### config.mk
export PLATFORM = sky130hd
export DESIGN_NAME = chrono_display_scan
export DESIGN_NICKNAME = d
export VERILOG_FILES = /design/src/rtl/chrono_pkg.sv /design/src/rtl/seg7_decode.sv /design/src/rtl/chrono_display_scan.sv
export SDC_FILE = /design/constraint.sdc
export NUM_CORES = 1
export LEC_CHECK = 0
export ABC_AREA = 0
export CAP_MARGIN = 30
export CORE_MARGIN = 8
export CORE_UTILIZATION = 48
export CTS_CLUSTER_SIZE = 8
export DETAILED_ROUTE_END_ITERATION = 8
export GPL_TIMING_DRIVEN = 0
export MAX_ROUTING_LAYER = met4
export PLACE_DENSITY_LB_ADDON = 0.08
export RECOVER_POWER = 25
export SYNTH_ARGS = -nofsm -noshare
export SYNTH_HDL_FRONTEND = slang
export SYNTH_SLANG_ARGS = --single-unit
export TNS_END_PERCENT = 10
### constraint.sdc
create_clock -name clock -period 2 [get_ports clock]
set_clock_uncertainty 0.05 [all_clocks]
set_input_delay 0.2 -clock clock [delete_from_list [all_inputs] [get_ports clock]]
set_output_delay 0.2 -clock clock [all_outputs]
set_load 0.1 [all_outputs]
### src/rtl/chrono_pkg.sv
// Shared definitions for the chronometer display path: digit types,
// segment constants and the active-low BCD segment table.
package chrono_pkg;

  typedef logic [3:0] bcd_t;
  typedef logic [1:0] digit_idx_t;

  // Segment codes are {g,f,e,d,c,b,a}, active-low (0 = segment lit).
  localparam logic [6:0] SEG_BLANK = 7'h7F;
  localparam logic [6:0] SEG_DASH  = 7'h3F;

  // Digit slot whose decimal point separates seconds from hundredths.
  localparam digit_idx_t DP_DIGIT = 2'd2;

  localparam logic [6:0] SEG_LUT [0:9] = '{
    7'b1000000,  // 0
    7'b1111001,  // 1
    7'b0100100,  // 2
    7'b0110000,  // 3
    7'b0011001,  // 4
    7'b0010010,  // 5
    7'b0000010,  // 6
    7'b1111000,  // 7
    7'b0000000,  // 8
    7'b0010000   // 9
  };

endpackage

### src/rtl/seg7_decode.sv
// Combinational BCD to active-low 7-segment decoder. Non-decimal codes
// (10..15) show a dash so a corrupted digit is visible on the display.
module seg7_decode
  import chrono_pkg::*;
(
  input  bcd_t       bcd,
  output logic [6:0] seg
);

  // Table lookup for 0..9, dash for everything else.
  always_comb begin
    seg = SEG_DASH;
    if (bcd < 4'd10) begin
      seg = SEG_LUT[bcd];
    end
  end

endmodule

### src/rtl/chrono_display_scan.sv
// Time-multiplexed 4-digit 7-segment driver for the chronometer.
// A snapshot of all four digits is taken at each frame start so a frame
// never mixes two counter values. One digit is lit per SCAN_DIV clocks.
// Outputs are registered: they follow the scan index one clock late.
module chrono_display_scan
  import chrono_pkg::*;
#(
  parameter int SCAN_DIV     = 1000,
  parameter int BLINK_FRAMES = 64,
  parameter bit ACTIVE_LOW   = 1'b1
) (
  input  logic       clock,
  input  logic       reset,
  input  bcd_t       du,
  input  bcd_t       dd,
  input  bcd_t       su,
  input  bcd_t       sd,
  input  logic       blank_lz,
  input  logic       hold,
  output logic [6:0] seg,
  output logic       dp,
  output logic [3:0] an
);

  localparam int PW = (SCAN_DIV > 1) ? $clog2(SCAN_DIV) : 1;
  localparam int FW = (BLINK_FRAMES > 1) ? $clog2(BLINK_FRAMES) : 1;
  localparam logic [PW-1:0] PRESC_LAST = PW'(SCAN_DIV - 1);
  localparam logic [FW-1:0] FRAME_LAST = FW'(BLINK_FRAMES - 1);

  logic [PW-1:0] presc;
  logic          tick;
  logic          frame_start;
  digit_idx_t    idx;
  logic          scanning;     // set by the first tick after reset
  bcd_t          snap_du, snap_dd, snap_su, snap_sd;
  logic [FW-1:0] frame_cnt;
  logic          blink_phase;
  bcd_t          cur_digit;
  logic [6:0]    cur_code;
  logic          blank_digit;
  logic [6:0]    seg_n;
  logic          dp_n;
  logic [3:0]    an_n;

  assign tick        = (presc == PRESC_LAST);
  assign frame_start = tick && (idx == 2'd3);

  // Prescaler: counts 0..SCAN_DIV-1, tick on the last count.
  always_ff @(posedge clock) begin
    if (reset) begin
      presc <= '0;
    end else if (tick) begin
      presc <= '0;
    end else begin
      presc <= presc + 1'b1;
    end
  end

  // Scan index and frame snapshot; idx starts at 3 so the first tick opens a frame.
  always_ff @(posedge clock) begin
    if (reset) begin
      idx      <= 2'd3;
      scanning <= 1'b0;
      snap_du  <= '0;
      snap_dd  <= '0;
      snap_su  <= '0;
      snap_sd  <= '0;
    end else if (tick) begin
      idx      <= (idx == 2'd3) ? 2'd0 : idx + 2'd1;
      scanning <= 1'b1;
      if (idx == 2'd3) begin
        snap_du <= du;
        snap_dd <= dd;
        snap_su <= su;
        snap_sd <= sd;
      end
    end
  end

  // Blink: frame counter always runs; phase toggles on wrap while held, clears otherwise.
  always_ff @(posedge clock) begin
    if (reset) begin
      frame_cnt   <= '0;
      blink_phase <= 1'b0;
    end else if (frame_start) begin
      frame_cnt <= (frame_cnt == FRAME_LAST) ? '0 : frame_cnt + 1'b1;
      if (!hold) begin
        blink_phase <= 1'b0;
      end else if (frame_cnt == FRAME_LAST) begin
        blink_phase <= ~blink_phase;
      end
    end
  end

  seg7_decode u_decode (
    .bcd (cur_digit),
    .seg (cur_code)
  );

  // Active-low view of the digit selected by idx, with blanking and blink applied.
  always_comb begin
    cur_digit = snap_du;
    case (idx)
      2'd0:    cur_digit = snap_du;
      2'd1:    cur_digit = snap_dd;
      2'd2:    cur_digit = snap_su;
      default: cur_digit = snap_sd;
    endcase
    blank_digit = blank_lz && (idx == 2'd3) && (snap_sd == 4'd0);
    seg_n       = blank_digit ? SEG_BLANK : cur_code;
    dp_n        = !((idx == DP_DIGIT) && !blank_digit);
    an_n        = (hold && blink_phase) ? 4'hF : ~(4'b0001 << idx);
    if (!scanning) begin
      seg_n = SEG_BLANK;
      dp_n  = 1'b1;
      an_n  = 4'hF;
    end
  end

  // Output register; polarity is applied only here.
  always_ff @(posedge clock) begin
    if (reset) begin
      seg <= ACTIVE_LOW ? SEG_BLANK : 7'h00;
      dp  <= ACTIVE_LOW;
      an  <= ACTIVE_LOW ? 4'hF : 4'h0;
    end else if (ACTIVE_LOW) begin
      seg <= seg_n;
      dp  <= dp_n;
      an  <= an_n;
    end else begin
      seg <= ~seg_n;
      dp  <= ~dp_n;
      an  <= ~an_n;
    end
  end

endmodule

=== After elaboration in Yosys (flattened, before gate mapping) ===
Memory sizes are Yosys's and may differ from the RTL's.
Cells that the tools add are included.

* Bits in read-only memories: 112
* Register bits after elaboration: 48
* Input port bits: 20
* Output and inout bits: 12
* Logic and storage cells: 55
* Memories: 1

* Multiplexer cells: 8
* Bitwise operators: 5
* Order comparisons: 2
* Equality and inequality tests: 6
* Reduce and logical (&&, ||, !) cells: 16
* Shifts and indexed selects: 1
* Add/subtract/negate cells: 3

{| class="wikitable"
|+ Memory list
! name !! depth !! bits a word !! rd ports !! clocked after memory_dff !! write ports !! RTL line !! RTL
|-
| (name not given) || 16 || 7 || 1 || 0 || 0 || seg7_decode.sv:14 || <nowiki>seg = SEG_LUT[bcd];</nowiki>
|}

{| class="wikitable"
|+ Operators by type and width
! cell !! number
|-
| $mux 7 || 3
|-
| $pmux 4 s3 || 1
|-
| $add 10x1->10 const B || 1
|-
| $eq 10x10->1 const B || 1
|-
| $add 6x1->6 const B || 1
|-
| $eq 6x6->1 const B || 1
|-
| $mux 6 || 1
|-
| $reduce_or 3->1 || 2
|-
| $ge 5x5->1 const B || 1
|-
| $logic_and 1x1->1 || 5
|-
| $not 4->5 || 1
|-
| $eq 2x2->1 const B || 2
|-
| $logic_not 4->1 || 1
|-
| $lt 4x4->1 const B || 1
|-
| $not 4->4 || 1
|-
| $reduce_and 2->1 || 2
|-
| $reduce_or 2->1 || 2
|-
| $reduce_or 4->1 || 1
|-
| $shl 1x2->4 const A || 1
|-
| $not 1->1 || 3
|-
| $add 2x1->2 const B || 1
|-
| $eq 2x1->1 const B || 1
|-
| $logic_not 1->1 || 2
|-
| $logic_not 2->1 || 1
|-
| other kinds (3) || 4
|}

=== Longest topological paths before layout ===
Gate-level depths: netlist of run 1.

* Word-level depth: 7
* Gate-level depth with buffers: 8
* Depth with buffers taken out: 8

=== By module ===
Synthesis of run 1 repeated with hierarchy kept, for this count alone.

* Cells, all modules: 252
* Area total of the unflattened synthesis: 2,175.8 µm²

{| class="wikitable"
|+ Modules (own cells, without submodules)
! module !! sequential area each (µm²) !! cells an instance !! area each (µm²) !! instances
|-
| chrono_display_scan || 960.9 || 223 || 1,954.4 || 1
|-
| seg7_decode || 0.0 || 29 || 221.5 || 1
|}

=== Worst setup path after synthesis of run 1 ===
Ideal clock, no wire load.

* Path type: register to register
* From: reg idx[0]
* To: reg frame_cnt[4]
* Setup time: 0.070 ns
* Period minus slack after synthesis: 2.037 ns
* Arrival time: 1.916 ns
* Buffers on the path: 1
* Slack: -0.037 ns
* Data required time: 1.880 ns
* Stages on the path, launching flop included: 7
* Cells stage by stage: dfxtp_1 ha_1 inv_2 or4_1 buf_2 or4_1 a21oi_1

* Longest elaborated chain between the ends: 2

{| class="wikitable"
|+ RTL lines
! element !! RTL line !! RTL
|-
| start: declaration || chrono_display_scan.sv:33 || <nowiki>digit_idx_t idx;</nowiki>
|-
| start signal: assignment || chrono_display_scan.sv:69 || <nowiki>idx <= (idx == 2'd3) ? 2'd0 : idx + 2'd1;</nowiki>
|-
| $eq 2x2->1 || chrono_display_scan.sv:46 || <nowiki>assign frame_start = tick && (idx == 2'd3);</nowiki>
|-
| $logic_and 1x1->1 || chrono_display_scan.sv:46 ||
|-
| end signal: assignment || chrono_display_scan.sv:86 || <nowiki>frame_cnt <= (frame_cnt == FRAME_LAST) ? '0 : frame_cnt + 1'b1;</nowiki>
|-
| end: declaration || chrono_display_scan.sv:36 || <nowiki>logic [FW-1:0] frame_cnt;</nowiki>
|}

No other way between the ends.
A chain may end at the register's enable or synchronous reset.

=== Worst setup path in the final report of run 1 ===
* From: reg idx[0]
* To: reg blink_phase

* Longest elaborated chain between the ends: 3

{| class="wikitable"
|+ RTL lines
! element !! RTL line !! RTL
|-
| $eq 2x2->1 || chrono_display_scan.sv:46 ||
|-
| $logic_and 1x1->1 || chrono_display_scan.sv:46 ||
|-
| $reduce_and 2->1 (no line) || -- ||
|-
| end signal: assignment || chrono_display_scan.sv:90 || <nowiki>blink_phase <= ~blink_phase;</nowiki>
|-
| end: declaration || chrono_display_scan.sv:37 || <nowiki>logic blink_phase;</nowiki>
|}

No other way between the ends.

==> results.sh, run 1 <==
export IMPL_timing_max_slew_rel_slack_pct=22.15
export IMPL_detail_route_first_pass_iterations=5
export IMPL_power_density_mw_per_mm2=575.0
export IMPL_postSynthAreaPerCell_sq_um=8.806
export IMPL_worst_r2r_setup_slack_ns=0.02
export IMPL_share_of_the_yosys_chip_area_belonging_to_registers_pct=46.04
export IMPL_tritoncts="done"
export IMPL_wl_per_cell_um=14.18
export IMPL_drtIter0Drc=160
export IMPL_critical_path_class="reg -> reg"
export IMPL_drtAntennaViolNets=0
export IMPL_hold_start="presc[0]$_SDFF_PP0_"
export IMPL_sequential_area_sq_um=974.7
export IMPL_grt_total_usage_pct=15.71
export IMPL_h_tree_depth=2
export IMPL_pwr_share_clk_pct=34.3
export IMPL_power_internal_w=0.001236
export IMPL_cts_sink_count=48
export IMPL_finish_net_count=312
export IMPL_p_switching_w=0.0003266
export IMPL_cts_buffers_inserted=5
export IMPL_tightest_slew_ns=1.173
export IMPL_hold_path_end="presc[0]$_SDFF_PP0_"
export IMPL_grt_pass1_wl_mm=8.052
export IMPL_ys_seq_elements=48
export IMPL_ios=32
export IMPL_setup_violations_final=0
export IMPL_clock_latency_of_the_later_clocked_register_in_the_worst_skew_pair_ns=0.29
export IMPL_design_die_area_sq_mm=0.006714
export IMPL_clk_slew_on_worst_s_h_paths_ns=0.08
export IMPL_core_region_area_sq_mm=0.004264
export IMPL_worst_ir_drop_vdd_mv=0.3789
export IMPL_synth_fp_nets=268
export IMPL_syn_area_sq_mm=0.002087
export IMPL_fillers=385
export IMPL_grt_pass1_vias=1776
export IMPL_report_final_slew_viol_count=0
export IMPL_worst_r2r_end="blink_phase$_SDFFE_PP0P_"
export IMPL_postRouteWirelength_mm=4.723
export IMPL_routed_via_count=1784
export IMPL_routed_via_density=5.357
export IMPL_run_status="completed"
export IMPL_rsz0062_at_grt="yes"
export IMPL_post_route_worst_setup_slack_ns=0.02396
export IMPL_placedInstanceArea_sq_mm=0.002475
export IMPL_grt_antenna_before_repair=0
export IMPL_number_of_instances_in_the_synthesized_netlist=237
export IMPL_port_buffers=31
export IMPL_layout_cells_non_filler=333
export IMPL_final_min_clock_period_ns=1.976
export IMPL_fp_dieH_um=81.94
export IMPL_start_util_pct=48.94
export IMPL_post_layout_total_power_w=0.001563
export IMPL_seq_power_share_pct=61.5
export IMPL_hold_path_cell_count=1
export IMPL_grt_start_max_net_pins=14
export IMPL_unique_masters_post_synth=43
export IMPL_route_detailed_drc=0
export IMPL_placed_cells_incl_taps=320
export IMPL_critical_path_startpoint_type="flip-flop"
export IMPL_crit_path_max_fanout=8
export IMPL_layout_common_cells="nand2_1, dfxtp_1, a21oi_1, clkdlybuf4s50_1"
export IMPL_antenna_cells_inserted=0
export IMPL_max_freq_mhz=506.1
export IMPL_cpPeakStageDelay_ns=0.52
export IMPL_timing_hold_violations_final=0
export IMPL_cts_root_buffer="clkbuf_8"
export IMPL_layout_cell_area_non_filler_sq_mm=0.002718
export IMPL_min_path_type="reg -> reg"
export IMPL_dp_hpwl_mm=3.345
export IMPL_yosys_warnings=0
export IMPL_worst_setup_path_end_kind="flip-flop"
export IMPL_cp_data_arrival_time_ns=2.15
export IMPL_critical_path_slowest_cell="or4_4"
export IMPL_die_x_um=81.94
export IMPL_finalCritPeriodShare_pct=98.80
export IMPL_gp_congestion=0.7930
export IMPL_synth_edf_count=0
export IMPL_ys_dominant_reg_cell="dfxtp_1"
export IMPL_worstPathCellList="ha_4 > inv_8 > or4_4 > buf_6 > or4b_4 > a21oi_2"
export IMPL_worstPathRequired_ns=2.18
export IMPL_mostFrequentLayoutCell="nand2_1"
export IMPL_critical_register_to_register_path_startpoint="idx[0]$_SDFFE_PP1N_"
export IMPL_power_share_combinational_pct=4.2
export IMPL_cts_root_to_sink_buffers=2
export IMPL_place_ws_ns=-0.3846
export IMPL_syn2layout_area_growth_pct=30.22
export IMPL_p_sw_share_pct=20.90
export IMPL_drive_above_1_share_pct=17.44
export IMPL_power_leakage_nw=0.9479
export IMPL_multi_input_area_sq_mm=0.001141
export IMPL_globalRoute_totalOverflow=0
export IMPL_cap_viol_max_count=0
export IMPL_num_rows=24
export IMPL_reg2reg_depth=6
export IMPL_async_flop_share_pct=0
-- cells by family (layout without fill, tap and decap cells) --
group	after synthesis	after routing	share of synthesized area, %
buffers and inverters	21	65	3.896
adder cells (fa/ha/maj)	11	11	6.595
XOR/XNOR	8	8	3.357
AO/OA/AOI/OAI	50	50	14.45
multiplexers	6	6	3.057
AND/OR/NAND/NOR	93	93	22.60
flip-flops	48	48	46.04
-- worst max-delay path by stage --
stage | startpoint | endpoint | slack, ns
final | idx[0]$_SDFFE_PP1N_ | blink_phase$_SDFFE_PP0P_ | 0.02
after global routing | idx[0]$_SDFFE_PP1N_ | seg[1]$_SDFF_PP1_ | -0.12
after floorplan | idx[0]$_SDFFE_PP1N_ | frame_cnt[4]$_SDFFE_PP0P_ | 0.03
after global placement | idx[0]$_SDFFE_PP1N_ | snap_sd[0]$_SDFFE_PP0P_ | -0.40
after detailed placement | idx[0]$_SDFFE_PP1N_ | snap_su[2]$_SDFFE_PP0P_ | -0.38
after CTS | presc[0]$_SDFF_PP0_ | frame_cnt[0]$_SDFFE_PP0P_ | -0.002
-- Yosys cell counts (all sizes together), types with 3 or more instances --
cell	count	area [sq um]
nor2	10	37.54
nor3b	3	22.52
mux2i	3	30.03
nand2	42	157.7
dfxtp	48	960.9
o21ai	7	35.03
nand3	3	15.01
inv	11	41.29
a31oi	3	18.77
a32oi	3	26.28
xnor2	7	61.31
ha	11	137.6
clkbuf	8	31.28
and3	7	45.05
a21oi	28	140.1
or4	3	22.52
nor3	10	50.05
mux2	3	33.78
a222oi	4	40.04
-- layout make-up --
class | count | area share (%)
Timing Repair Buffer | 39 | 13.63
Clock buffer | 6 | 2.670
Sequential cell | 48 | 35.87
Inverter | 11 | 1.796
Tap cell | 52 | 2.394
Multi-Input combinational cell | 168 | 41.99
Clock inverter | 1 | 0.1842
Buffer | 8 | 1.473
-- power groups by stage --
stage	sequential (W)	combinational (W)	clock, W
2_1_floorplan	0.000985	0.0000198	0
3_3_place_gp	0.000986	0.0000644	0
3_5_place_dp	0.000986	0.0000649	0
4_1_cts	0.000961	0.0000649	0.000551
5_1_grt	0.000963	0.0000704	0.000595
6_report	0.000962	0.0000649	0.000536
-- worst max-delay path, delay by kind of cell (launching register included) --
family | cells | cell delay (ns)
fa+ha+maj | 1 | 0.17
simple gates | 2 | 1.00
compound gates | 1 | 0.12
flops | 1 | 0.39
buf+inv | 2 | 0.18
-- registers in the layout (all words and copies together), names as in the netlist --
signal and cells:
an 4, seg 7, idx 2, snap_sd 4, presc 10, dp 1
snap_dd 4, blink_phase 1, frame_cnt 6, snap_su 4, snap_du 4, scanning 1
-- timing repair --
item / CTS / global route
buffers inserted: 6 / 2
pin swaps: 5 / 8
resized for setup: 20 / 33
hold buffers: 0 / 0
endpoints found under the setup margin: 23 / 43
-- stage by stage --
step	utilization [%]	TNS (ns)	hold WS [ns]
final	63.73	0	0.3873
after global placement	58.04	-5.546	0.3918
after floorplan	-	0	0.2905
after global routing	63.73	-0.8881	0.4019
after detailed placement	58.04	-5.509	0.3879
after CTS	62.15	-0.002259	0.3959
-- metal layers --
metal  share of wire [%]  GRT usage [%]  routed length, um  vias to the layer above
met3                 7.5          4.267                356                        9
met1                  47          19.79               2219                      812
li1                    -              -                  -                      914
met2                  44          23.76               2080                       49
met5                   0              -                  0                        -
met4                 1.4          5.088                 68                        0
(Power assumes the default switching activity.)
==> run 2, diff against run 1 <==
--- a/config.mk
+++ b/config.mk
@@ -15,6 +15,7 @@
 export MAX_ROUTING_LAYER = met4
 export PLACE_DENSITY_LB_ADDON = 0.08
 export RECOVER_POWER = 25
+export SLEW_MARGIN = 10
 export SYNTH_ARGS = -nofsm -noshare
 export SYNTH_HDL_FRONTEND = slang
 export SYNTH_SLANG_ARGS = --single-unit
==> results of run 2 <==
Final layout, timing and power as in run 1 (identical DEF).
